## src/rtl/rced_window_feeder.sv

```systemverilog
// Window feeder and result collector for the Roberts-cross edge core.
// Buffers one raster line, forms each 2x2 window, restarts the core via
// core_rst_n, waits for core_done and hands the captured result downstream.
module rced_window_feeder #(
   parameter int unsigned W     = 4,
   parameter int unsigned IMG_W = 8,
   parameter int unsigned IMG_H = 8,
   parameter int unsigned TW    = 5
) (
   input  logic          clk,
   input  logic          rst_n,
   input  logic [W-1:0]  pix_in,
   input  logic          pix_valid,
   output logic          pix_ready,
   output logic [W-1:0]  Bxs [3:0],
   output logic          core_rst_n,
   input  logic          core_done,
   input  logic [TW-1:0] core_Bz,
   output logic [TW-1:0] res,
   output logic          res_valid,
   input  logic          res_ready,
   output logic          res_last
);

   localparam int unsigned CW = (IMG_W > 1) ? $clog2(IMG_W) : 1;
   localparam int unsigned RW = (IMG_H > 1) ? $clog2(IMG_H) : 1;
   localparam logic [CW-1:0] ColMax = CW'(IMG_W - 1);
   localparam logic [RW-1:0] RowMax = RW'(IMG_H - 1);

   typedef enum logic [1:0] {
      StIdle,
      StClear,
      StRun,
      StOut
   } state_e;

   state_e        state_q, state_d;
   logic [CW-1:0] col_q, col_d;
   logic [RW-1:0] row_q, row_d;
   logic [W-1:0]  prev_cur_q, prev_cur_d;
   logic [W-1:0]  prev_up_q, prev_up_d;
   logic [W-1:0]  bxs_q [3:0];
   logic [W-1:0]  bxs_d [3:0];
   logic [TW-1:0] res_q, res_d;
   logic          res_valid_q, res_valid_d;
   logic          res_last_q, res_last_d;

   logic [W-1:0]  lb_q [IMG_W];
   logic          lb_we;
   logic [W-1:0]  lb_up;
   logic          accept;

   // Pixels are only taken while idle; this is the whole backpressure scheme.
   assign pix_ready  = (state_q == StIdle);
   assign accept     = pix_valid & pix_ready;
   assign lb_up      = lb_q[col_q];

   assign core_rst_n = rst_n & (state_q != StClear);
   assign Bxs        = bxs_q;
   assign res        = res_q;
   assign res_valid  = res_valid_q;
   assign res_last   = res_last_q;

   // Next-state: raster position, window capture and the core handshake FSM.
   always_comb begin
      state_d     = state_q;
      col_d       = col_q;
      row_d       = row_q;
      prev_cur_d  = prev_cur_q;
      prev_up_d   = prev_up_q;
      bxs_d       = bxs_q;
      res_d       = res_q;
      res_valid_d = res_valid_q;
      res_last_d  = res_last_q;
      lb_we       = 1'b0;

      unique case (state_q)
         StIdle: begin
            if (accept) begin
               lb_we      = 1'b1;
               prev_cur_d = pix_in;
               // lb[col] read now becomes the upper-left pixel of the next window
               prev_up_d  = lb_up;
               if ((row_q != '0) && (col_q != '0)) begin
                  bxs_d[3]   = pix_in;
                  bxs_d[2]   = prev_cur_q;
                  bxs_d[1]   = lb_up;
                  bxs_d[0]   = prev_up_q;
                  res_last_d = (row_q == RowMax) && (col_q == ColMax);
                  state_d    = StClear;
               end
               if (col_q == ColMax) begin
                  col_d = '0;
                  row_d = (row_q == RowMax) ? '0 : row_q + 1'b1;
               end else begin
                  col_d = col_q + 1'b1;
               end
            end
         end
         StClear: begin
            state_d = StRun;
         end
         StRun: begin
            if (core_done) begin
               res_d       = core_Bz;
               res_valid_d = 1'b1;
               state_d     = StOut;
            end
         end
         StOut: begin
            if (res_ready) begin
               res_valid_d = 1'b0;
               state_d     = StIdle;
            end
         end
         default: begin
            state_d = StIdle;
         end
      endcase
   end

   // Control and datapath registers with synchronous active-low reset.
   always_ff @(posedge clk) begin
      if (!rst_n) begin
         state_q     <= StIdle;
         col_q       <= '0;
         row_q       <= '0;
         prev_cur_q  <= '0;
         prev_up_q   <= '0;
         bxs_q       <= '{default: '0};
         res_q       <= '0;
         res_valid_q <= 1'b0;
         res_last_q  <= 1'b0;
      end else begin
         state_q     <= state_d;
         col_q       <= col_d;
         row_q       <= row_d;
         prev_cur_q  <= prev_cur_d;
         prev_up_q   <= prev_up_d;
         bxs_q       <= bxs_d;
         res_q       <= res_d;
         res_valid_q <= res_valid_d;
         res_last_q  <= res_last_d;
      end
   end

   // Line buffer; contents are don't-care after reset so it carries none.
   always_ff @(posedge clk) begin
      if (lb_we) begin
         lb_q[col_q] <= pix_in;
      end
   end

endmodule

```

## config.mk

```make
export PLATFORM = sky130hd
export DESIGN_NAME = rced_window_feeder
export DESIGN_NICKNAME = d
export VERILOG_FILES = /design/src/rtl/rced_window_feeder.sv
export SDC_FILE = /design/constraint.sdc
export NUM_CORES = 1
export LEC_CHECK = 0
export ABC_AREA = 0
export CORE_MARGIN = 5
export CORE_UTILIZATION = 40
export CTS_CLUSTER_SIZE = 28
export DETAILED_ROUTE_END_ITERATION = 8
export HOLD_SLACK_MARGIN = 0.15
export PLACE_DENSITY = 0.68
export SKIP_LAST_GASP = 1
export SYNTH_ARGS = -nofsm -noshare
export SYNTH_HDL_FRONTEND = slang
export SYNTH_SLANG_ARGS = --single-unit
```

## constraint.sdc

```tcl
create_clock -name clk -period 2 [get_ports clk]
set_input_delay 0.2 -clock clk [delete_from_list [all_inputs] [get_ports clk]]
set_output_delay 0.2 -clock clk [all_outputs]
set_load 0.02 [all_outputs]
```

== Word level (Yosys, flattened, before mapping) ==
Memory sizes are Yosys's and may differ from the RTL's. A register that Yosys moved wholly into a read port is not among the register bits.
Index checks and enable logic that the tools add are counted.
Cells by class
  reductions and logical operators: 12
  muxes and demuxes: 16
  add/sub/neg operators: 2
  equal/unequal tests: 10
  bitwise gates (word level): 2
Operator list (number)
  two-way mux 3 bit: 4
  AND reduction 3 bit: 3
  two-way mux 2 bit: 4
  case mux 2 bit (4 select lines): 1
  adder 3 x 1 -> 3 bit, second input constant: 2
  == test 3 bit, second input constant: 2
  two-way mux 1 bit: 6
  inequality test 2 x 1 -> 1 bit, second input constant: 3
  nonzero test 3 bit: 2
  == test 2 bit, second input constant: 2
  inequality test 2 bit, second input constant: 2
  AND reduction 2 bit: 2
  AND reduction 4 bit: 1
  AND 1 bit: 2
  == test 2 x 1 -> 1 bit, second input constant: 1
  logical AND 1 bit: 2
  logical NOT 2 bit: 1
  case mux 1 bit (2 select lines): 1
  nonzero test 2 bit: 1
Storage, ports and cells
  memory bits (writable): 32
  register bits after elaboration: 39
  word-level logic and storage cells: 55
  memories kept: 1
Memories
  lb_q: words 8, width 4, read ports 1, clocked after Yosys merged registers in 1, wr ports 1, RTL line 48  | logic [W-1:0] lb_q [IMG_W];

== Longest topological paths before layout ==
Gate-level depths: netlist of the first run.
  depth after elaboration: 6
  mapped depth: 8

== Worst setup path after synthesis of the first run ==
Ideal clock, no wire load.
  kind: register -> register
  start point: register state_q[0]
  end point: memory lb_q[0][0], enable pin
  stages on the path, launching flop included: 6
  clock period less this slack: 1.889 ns
  setup slack: 0.111 ns
  setup time: 0.377 ns
  data arrival time: 1.512 ns
  data required time: 1.623 ns
  path through: dfxtp_1 inv_1 ha_1 nand2_1 clkbuf_1 nor4_1
Between the ends
  longest elaborated chain between the ends: 6
RTL lines
  start: declaration: RTL line 37  | state_e state_q, state_d;
  start signal: assignment: RTL line 125  | state_q <= StIdle;
  start signal: assignment: RTL line 135  | state_q <= state_d;
  logical NOT 2 bit *: RTL line 54  | assign pix_ready = (state_q == StIdle);
  named net pix_ready: RTL line 14  | output logic pix_ready,
  AND 1 bit: RTL line 55  | assign accept = pix_valid & pix_ready;
  two-way mux 1 bit: RTL line 79  | if (accept) begin
  two-way mux 1 bit *: RTL line 77  | unique case (state_q)
  two-way mux 1 bit *: RTL line 149  | if (lb_we) begin
  two-way mux 1 bit (implied by the code) *: RTL line 150  | lb_q[col_q] <= pix_in;
  end: declaration: RTL line 48
Mark *: on every way through the listed nets, which the timed path passes. The rest lies on a longest branch.

== Final worst setup path of the first run ==
  start point: register state_q[0]
  end point: output pix_ready
Between the ends
  longest elaborated chain between the ends: 1
RTL lines (RTL line)
  logical NOT 2 bit: 54
  end: declaration: 14
No other way between the ends.

==> impl_metrics.py, run 1 <==
metrics = {
    "outcome": {
        "status": "finished, final reports clean",
    },
    "timing": {
        "timing.setup.tns_ns": 0,
        "final-hold-violation-count": 0,
        "period_share": 0.934,
        "slew_violations": 0,
        "worst_slew_pin_slew_ns": 0.544,
        "slew_headroom": 0.637,
        "fin_skew_ns": 0.00890,
        "max_freq_ghz": 0.535,
        "period_minus_slack_ns": 1.87,
        "rsz0062_at_grt": "false",
        "setup_violations": 0,
        "fin_ws_ns": 0.132,
    },
    "drt": {
        "wl_mm": 5.45,
        "dr.pass1.iters": 4,
        "vias": 1896,
        "drtIter0Drc": 79,
        "drc_errors": 0,
        "ant_nets": 0,
        "wl_per_cell_um": 14.0,
        "viasPerCell": 4.86,
    },
    "clocking": {
        "cts-root-buf": "clkbuf_8",
        "cts.htree.levels": 3,
        "clk_latency_ns": 0.33,
        "path_clk_slew_ns": 0.08,
        "cts_buffers": 9,
        "clock-sinks": 74,
        "clock_path_buffers": 2,
        "post-cts-setup-buffers": 0,
        "cts_tree": "done",
    },
    "grt": {
        "grt_overflow": 0,
        "grt_pass1_vias": 1910,
        "grt_pass1_wl_mm": 9.15,
        "antenna_found_initial": 0,
        "grt_start_max_net_pins": 42,
        "gr-usage-all-layers": 0.122,
    },
    "critical_path": {
        "critPathArrivalTime_ns": 1.67,
        "worstPathMaxFanout": 4,
        "rrSetupSlack_ns": 0.27,
        "cp-end-kind": "output port",
        "start_kind": "flop",
        "path_class": "reg -> out",
        "cp.required_ns": 1.80,
    },
    "worst_hold_path": {
        "hp-class": "in -> reg",
    },
    "finish": {
        "drive_gt1_frac": 0.124,
        "nets": 311,
        "postLayoutCellArea_um2": 3660,
        "final_util": 0.503,
        "num-fill-cells": 683,
        "antenna_cells": 0,
        "multi_input_area_um2": 1070,
        "mostFrequentLayoutCells": "dfxtp_1 (42), clkdlybuf4s50_1 (37), nand2_1 (33)",
        "synthToLayoutAreaGrowth_pct": 21.4,
        "register_area_um2": 1800,
        "layout_commonest_cell": "dfxtp_1",
    },
    "pwr": {
        "p_per_area_nw_per_um2": 753,
        "p_leak_nw": 1.27,
        "ir_drop_mv": 0.319,
        "finalPower_mw": 2.76,
    },
    "placement": {
        "dp_hpwl_mm": 3.81,
        "portBuffers": 38,
        "placed_area_um2": 3500,
        "pre_cts_slack_ns": 0.232,
        "place_congestion": 0.761,
    },
    "flow_run": {
        "drv_cap": 0,
    },
    "floorplanning": {
        "fp-row-count": 31,
        "initial_utilization": 0.414,
        "die_y_um": 96.9,
        "die_w_um": 96.9,
        "core-area_um2": 7290,
        "ioPinCount": 39,
        "die_area_um2": 9390,
    },
    "synthesis": {
        "syn_area_um2": 3020,
        "yosys_warnings": 0,
        "syn-num-nets": 266,
        "avgSynthCellArea_um2": 12.5,
        "syn_inst": 241,
        "ys_seq_elements": 74,
        "synth_cell_types": 33,
        "ys_seq_area_frac": 0.597,
    },
}
==> state kept, by name, indices dropped and copies added, names as in the netlist, named ones only <==
name / flops
state_q: 2
row_q: 3
prev_up_q: 4
prev_cur_q: 4
res_last: 1
col_q: 3
Bxs: 16
res_valid: 1
res: 5
lb_q: 32
==> final timing paths <==
check / end / from / cells past startpoint
max: pix_ready / state_q[0]$_SDFFE_PN0P_ / 3
min: res[0]$_SDFFE_PN0P_ / core_Bz[0] / 3
max reg2reg: state_q[1]$_SDFFE_PN0P_ / col_q[1]$_SDFFE_PN0P_ / 6
min reg2reg: res[2]$_SDFFE_PN0P_ / res[2]$_SDFFE_PN0P_ / 2
==> layout make-up <==
type | count | area share
well taps | 99 | 0.0338
clock buffers | 11 | 0.0358
multi-input cells | 142 | 0.293
flip-flops and latches | 74 | 0.492
inverters | 10 | 0.0102
repair buffers | 49 | 0.127
clock inverters | 5 | 0.00854
==> metrics by stage <==
step,std cells,hold WS (ns)
finish,390,0.430
global route,390,0.424
CTS,390,0.414
detailed placement,374,0.456
global placement,374,0.446
floorplan,241,0.299
==> layer usage <==
| layer | global-route usage | vias up | part of all wire | routed length (µm) |
|---|---|---|---|---|
| met4 | 0.0454 | 0 | 0.013 | 72 |
| met5 | 0 | - | 0 | 0 |
| met2 | 0.198 | 45 | 0.49 | 2650 |
| met3 | 0.0525 | 5 | 0.061 | 331 |
| met1 | 0.143 | 904 | 0.44 | 2400 |
| li1 | - | 942 | - | - |
==> logic make-up after synthesis <==
group                      share of synthesized area
AOI/OAI and AO/OA                             0.0850
adders and majority gates                     0.0456
buffers and inverters                         0.0477
DFF                                            0.597
muxes                                          0.119
and+or+nand+nor                                0.106
==> power breakdown <==
part           leakage [nW]  switching [mW]  internal [mW]  total (mW)
Sequential            0.631          0.0158           1.60        1.62
Combinational         0.553          0.0822         0.0848       0.167
Clock                0.0835           0.525          0.449       0.974
Total                  1.27           0.623           2.14        2.76
==> Yosys cell counts <==
cell | n | area (µm²)
mux4_2 | 8 | 180
a21oi_1 | 9 | 45.0
nand2_1 | 33 | 124
nand3_1 | 7 | 35.0
o221a_4 | 1 | 20.0
dfxtp_1 | 42 | 841
or3_1 | 1 | 6.26
buf_1 | 1 | 3.75
mux2i_1 | 18 | 180
a21boi_1 | 6 | 45.0
buf_8 | 1 | 15.0
inv_1 | 8 | 30.0
o21ai_1 | 4 | 20.0
o221ai_1 | 1 | 8.76
nor3_1 | 5 | 25.0
a222oi_1 | 1 | 10.0
buf_4 | 2 | 15.0
inv_2 | 1 | 3.75
buf_6 | 2 | 22.5
a21boi_0 | 10 | 75.1
nor4_1 | 1 | 6.26
nor2_1 | 3 | 11.3
o21ai_0 | 5 | 25.0
nor2b_1 | 14 | 87.6
nand2b_1 | 1 | 6.26
nand4b_1 | 1 | 8.76
buf_12 | 1 | 20.0
ha_1 | 11 | 138
clkinv_1 | 1 | 3.75
clkbuf_1 | 8 | 30.0
and2_4 | 1 | 8.76
o211ai_1 | 1 | 7.51
edfxtp_1 | 32 | 961
==> worst max-delay path, stage by stage (launching register included) <==
cell and delay [ns]:
dfxtp_1 0.34, inv_1 0.11, ha_1 0.24, clkdlybuf4s50_1 0.65
==> timing repair <==
| item | CTS | global route |
|---|---|---|
| setup endpoints to repair | 0 | 1 |
| hold buffers | 0 | 0 |
| resized for setup | 0 | 1 |
Note: power is estimated with default switching activity, not from simulation.
==> run 2: changes to the inputs <==
--- a/config.mk
+++ b/config.mk
@@ -12,6 +12,7 @@
 export DETAILED_ROUTE_END_ITERATION = 8
 export HOLD_SLACK_MARGIN = 0.15
 export PLACE_DENSITY = 0.68
+export REMOVE_ABC_BUFFERS = 1
 export SKIP_LAST_GASP = 1
 export SYNTH_ARGS = -nofsm -noshare
 export SYNTH_HDL_FRONTEND = slang
==> run 2 against run 1 <==
Flip-flop and latch count unchanged. Setup slack gained 0.015 ns. Global-route usage is 0.27 points higher. Utilization is 0.51 points higher.
==> impl_metrics.py, run 2 (same netlist as run 1, synthesis figures left out) <==
metrics = {
    "critical_path": {
        "cpMaxStageDelayCell": "clkdlybuf4s50_1",
        "path_class": "reg -> out",
        "cp-end-kind": "output port",
        "r2r_cells": 6,
        "critPathMaxStageDelay_ns": 0.63,
        "r2r-start": "col_q[0]$_SDFFE_PN0P_",
        "start_kind": "flop",
        "reg2reg_to": "state_q[0]$_SDFFE_PN0P_",
        "worstPathMaxFanout": 4,
        "critPathArrivalTime_ns": 1.65,
        "crit_chain": "inv_1 > ha_1 > clkdlybuf4s50_1",
        "cp.required_ns": 1.80,
        "rrSetupSlack_ns": 0.29,
    },
    "grt": {
        "gr-usage-all-layers": 0.125,
        "grt_overflow": 0,
        "grt_pass1_vias": 1947,
        "grt_pass1_wl_mm": 9.45,
        "antenna_found_initial": 0,
        "grt_start_max_net_pins": 42,
    },
    "timing": {
        "timing.setup.tns_ns": 0,
        "rsz0062_at_grt": "false",
        "slew_violations": 0,
        "period_minus_slack_ns": 1.85,
        "slew_headroom": 0.685,
        "worst_slew_pin_slew_ns": 0.473,
        "fin_skew_ns": 0.00932,
        "max_freq_ghz": 0.539,
        "period_share": 0.927,
        "setup_violations": 0,
        "final-hold-violation-count": 0,
    },
    "pwr": {
        "p_switching_mw": 0.647,
        "p_clk_frac": 0.391,
        "p_leak_nw": 1.28,
        "p_per_area_nw_per_um2": 792,
        "p_int_mw": 2.29,
        "ir_drop_mv": 0.441,
        "swShare": 0.220,
        "seqPwrFrac": 0.553,
        "power_frac_comb": 0.056,
    },
    "clocking": {
        "clock_path_buffers": 2,
        "cts-root-buf": "clkbuf_8",
        "cts_buffers": 9,
        "cts_tree": "done",
        "path_clk_slew_ns": 0.08,
        "cts_hold_buf": 0,
        "cts.htree.levels": 3,
        "clk_latency_ns": 0.33,
        "clock-sinks": 74,
    },
    "worst_hold_path": {
        "min_from": "core_Bz[2]",
        "hp-class": "in -> reg",
        "min_to": "res[2]$_SDFFE_PN0P_",
        "holdPathStages": 3,
    },
    "floorplanning": {
        "die_area_um2": 9390,
        "die_y_um": 96.9,
        "fp-row-count": 31,
        "ioPinCount": 39,
        "core-area_um2": 7290,
        "initial_utilization": 0.414,
        "die_w_um": 96.9,
    },
    "outcome": {
        "status": "finished, final reports clean",
    },
    "drt": {
        "viasPerCell": 4.78,
        "ant_nets": 0,
        "vias": 1861,
        "drtIter0Drc": 69,
        "wl_mm": 5.50,
        "drc_errors": 0,
        "dr.pass1.iters": 4,
        "wl_per_cell_um": 14.1,
    },
    "placement": {
        "dp_hpwl_mm": 3.88,
        "place_congestion": 0.804,
        "portBuffers": 38,
        "placed_area_um2": 3490,
    },
    "finish": {
        "drive_gt1_frac": 0.128,
        "largest_register_ff_count": 32,
        "layout_commonest_cell": "dfxtp_1",
        "regMostFlops": "lb_q",
        "antenna_cells": 0,
        "synthToLayoutAreaGrowth_pct": 22.6,
        "mostFrequentLayoutCells": "dfxtp_1 (42), clkdlybuf4s50_1 (37), nand2_1 (33)",
        "nets": 310,
        "postLayoutCellArea_um2": 3700,
    },
    "flow_run": {
        "drv_cap": 0,
    },
}
## run 2: critical path, delay by kind of cell, from the launching register on
family     cells  cell delay (ns)
flops          1             0.34
buf+inv        2             0.74
fa+ha+maj      1             0.24
## run 2: power by group through the flow
stage	logic, mW	registers (mW)	clock network [mW]
5_1_grt	0.184	1.63	1.25
3_3_place_gp	0.164	1.66	0
6_report	0.164	1.62	1.15
2_1_floorplan	0.0776	1.66	0
3_5_place_dp	0.167	1.66	0
4_1_cts	0.168	1.62	1.19
## run 2: metal layers
layer | up-vias | track usage | part of all wire
li1 | 939 | - | -
met1 | 878 | 0.153 | 0.45
met2 | 40 | 0.201 | 0.48
met3 | 4 | 0.0576 | 0.064
met4 | 0 | 0.0259 | 0.0058
met5 | - | 0 | 0
## run 2: stage by stage
stage	power [mW]	instances	hold WS, ns	setup slack (ns)	utilization
after CTS	2.98	389	0.427	0.0650	0.507
final	2.93	389	0.439	0.146	0.508
after detailed placement	1.82	373	0.459	0.293	0.479
after floorplan	1.73	226	0.299	0.152	-
after global placement	1.82	373	0.448	0.290	0.479
after global routing	3.06	389	0.443	0.0427	0.508
## run 2: worst max path at each step
stage	startpoint	to	slack [ns]	cells after the start
global placement	pix_valid	Bxs[9]$_SDFFE_PN0P_	0.29	5
CTS	state_q[1]$_SDFFE_PN0P_	core_rst_n	0.06	4
finish	state_q[1]$_SDFFE_PN0P_	pix_ready	0.15	3
global route	state_q[1]$_SDFFE_PN0P_	pix_ready	0.04	3
detailed placement	pix_valid	Bxs[12]$_SDFFE_PN0P_	0.29	5
floorplan	state_q[0]$_SDFFE_PN0P_	lb_q[0][0]$_DFFE_PP_	0.15	4
## run 2: final cells by class
type | instances | area [µm²]
Multi-Input combinational cell | 142 | 1070
Sequential cell | 74 | 1800
Clock inverter | 4 | 31.3
Tap cell | 99 | 124
Inverter | 10 | 37.5
Fill cell | 680 | 3590
Clock buffer | 12 | 176
Timing Repair Buffer | 48 | 458
## run 2: timing repair
action                                  CTS  global route
resized for setup                         0             1
endpoints found under the setup margin    0             1
buffers inserted                          0             0
==> run 3: changes to the inputs <==
--- a/config.mk
+++ b/config.mk
@@ -11,7 +11,7 @@
 export CTS_CLUSTER_SIZE = 28
 export DETAILED_ROUTE_END_ITERATION = 8
 export HOLD_SLACK_MARGIN = 0.15
-export PLACE_DENSITY = 0.68
+export PLACE_DENSITY = 0.57
 export REMOVE_ABC_BUFFERS = 1
 export SKIP_LAST_GASP = 1
 export SYNTH_ARGS = -nofsm -noshare
==> run 3 against run 2 <==
Maximum frequency up 0.37%. Via count up 2.3%. Setup slack better by 0.0069 ns. Flip-flop and latch count unchanged. Power up 6.7%. Largest cell class unchanged.
==> impl_metrics.py, run 3 (same netlist as run 1, synthesis figures left out) <==
metrics = {
    "critical_path": {
        "r2r_cells": 6,
        "critPathArrivalTime_ns": 1.65,
        "r2r-start": "col_q[0]$_SDFFE_PN0P_",
        "worstPathMaxFanout": 4,
        "rrSetupSlack_ns": 0.21,
        "cp-end-kind": "output port",
        "start_kind": "flop",
        "reg2reg_to": "state_q[1]$_SDFFE_PN0P_",
        "path_class": "reg -> out",
        "cp.required_ns": 1.80,
    },
    "clocking": {
        "cts_tree": "done",
        "path_clk_slew_ns": 0.07,
        "post-cts-setup-buffers": 0,
        "cts_hold_buf": 0,
        "cts_buffers": 9,
        "clock-sinks": 74,
        "cts_resized": 0,
        "cts.htree.levels": 3,
        "cts-root-buf": "clkbuf_8",
        "clock_path_buffers": 2,
        "clk_latency_ns": 0.34,
    },
    "finish": {
        "final_util": 0.514,
        "mostFrequentLayoutCells": "dfxtp_1 (42), clkdlybuf4s50_1 (37), nand2_1 (33)",
        "largest_register_ff_count": 32,
        "drive_gt1_frac": 0.130,
        "instances_no_fill": 391,
        "layout_commonest_cell": "dfxtp_1",
        "regMostFlops": "lb_q",
        "synthToLayoutAreaGrowth_pct": 24.1,
        "postLayoutCellArea_um2": 3750,
        "antenna_cells": 0,
        "nets": 312,
    },
    "grt": {
        "grtUsageMet3": 0.0381,
        "met2_usage": 0.209,
        "grt_overflow": 0,
        "grt_pass1_vias": 1975,
        "grt_pass1_wl_mm": 9.82,
        "antenna_found_initial": 0,
        "top_usage_layer": "met2",
        "gr-usage-all-layers": 0.130,
        "grtUsageMet1": 0.163,
        "grt_start_max_net_pins": 42,
    },
    "drt": {
        "viasPerCell": 4.87,
        "wl_mm": 5.78,
        "wl_per_cell_um": 14.8,
        "ant_nets": 0,
        "drc_errors": 0,
        "vias": 1903,
        "drtIter0Drc": 33,
        "dr.pass1.iters": 4,
    },
    "timing": {
        "final-hold-violation-count": 0,
        "worst_slew_pin_slew_ns": 0.540,
        "period_share": 0.923,
        "whs_ns": 0.436,
        "slew_violations": 0,
        "rsz0062_at_grt": "false",
        "slew_headroom": 0.640,
        "fin_skew_ns": 0.0104,
        "max_freq_ghz": 0.541,
        "timing.setup.tns_ns": 0,
        "period_minus_slack_ns": 1.85,
        "setup_violations": 0,
    },
    "floorplanning": {
        "die_y_um": 96.9,
        "ioPinCount": 39,
        "fp-row-count": 31,
        "die_area_um2": 9390,
        "die_w_um": 96.9,
        "core-area_um2": 7290,
        "initial_utilization": 0.414,
    },
    "pwr": {
        "power_frac_comb": 0.053,
        "p_per_area_nw_per_um2": 836,
        "seqPwrFrac": 0.518,
        "p_int_mw": 2.47,
        "ir_drop_mv": 0.336,
        "p_switching_mw": 0.657,
        "p_leak_nw": 1.31,
        "swShare": 0.210,
        "p_clk_frac": 0.429,
    },
    "placement": {
        "portBuffers": 38,
        "placed_area_um2": 3510,
        "dp_hpwl_mm": 3.98,
        "dpl.cell_count": 375,
        "place_congestion": 0.776,
    },
    "worst_hold_path": {
        "hp-class": "in -> reg",
        "min_to": "res[0]$_SDFFE_PN0P_",
        "min_from": "core_Bz[0]",
        "holdPathStages": 3,
    },
    "flow_run": {
        "drv_cap": 0,
    },
    "outcome": {
        "status": "finished, final reports clean",
    },
}
run 3: cell types whose count changed in the layout (fill, tap and decap cells not counted):
cell        previous run  this run
bufinv_16              0         2
clkbuf_1               0         1
clkinv_4               2         1
clkinvlp_4             1         0
buf_4                 10        12
clkbuf_8              11         9
inv_6                  0         1
run 3: stage by stage:
stage	setup WS (ns)	total power, mW
6_report	0.153	3.13
3_5_place_dp	0.230	1.83
3_3_place_gp	0.271	1.82
5_1_grt	0.0504	3.27
2_1_floorplan	0.152	1.73
4_1_cts	0.0199	3.19
run 3: how the worst max path moves through the flow:
stage | startpoint | to | slack (ns) | depth (start not counted)
6_report | state_q[0]$_SDFFE_PN0P_ | pix_ready | 0.15 | 3
5_1_grt | col_q[0]$_SDFFE_PN0P_ | state_q[0]$_SDFFE_PN0P_ | 0.05 | 6
4_1_cts | state_q[1]$_SDFFE_PN0P_ | core_rst_n | 0.02 | 4
3_5_place_dp | col_q[0]$_SDFFE_PN0P_ | state_q[1]$_SDFFE_PN0P_ | 0.23 | 6
3_3_place_gp | pix_valid | Bxs[15]$_SDFFE_PN0P_ | 0.27 | 5
2_1_floorplan | state_q[0]$_SDFFE_PN0P_ | lb_q[0][0]$_DFFE_PP_ | 0.15 | 4
run 3: layout make-up:
class | instances | area [µm²]
fill | 686 | 3550
timing repair buffer | 50 | 473
clock buffer | 11 | 153
sequential | 74 | 1800
inverter | 10 | 37.5
tap | 99 | 124
clock inverter | 5 | 83.8
multi-input combinational | 142 | 1070
run 3: worst max-delay path, cell delays in order, from the launching register on:
cell	delay, ns
dfxtp_1	0.34
inv_1	0.12
ha_1	0.23
clkdlybuf4s50_1	0.63
run 3: power by group through the flow:
stage	Sequential, mW	Combinational, mW	Clock (mW)
after floorplan	1.66	0.0776	0
after global placement	1.66	0.168	0
after detailed placement	1.66	0.169	0
after CTS	1.62	0.170	1.39
after global routing	1.63	0.184	1.46
final	1.62	0.165	1.34
run 3: layer usage:
metal | part of all wire | routed length, µm
met2 | 0.48 | 2790
met5 | 0 | 0
met4 | 0.0095 | 55
met3 | 0.047 | 272
met1 | 0.46 | 2660
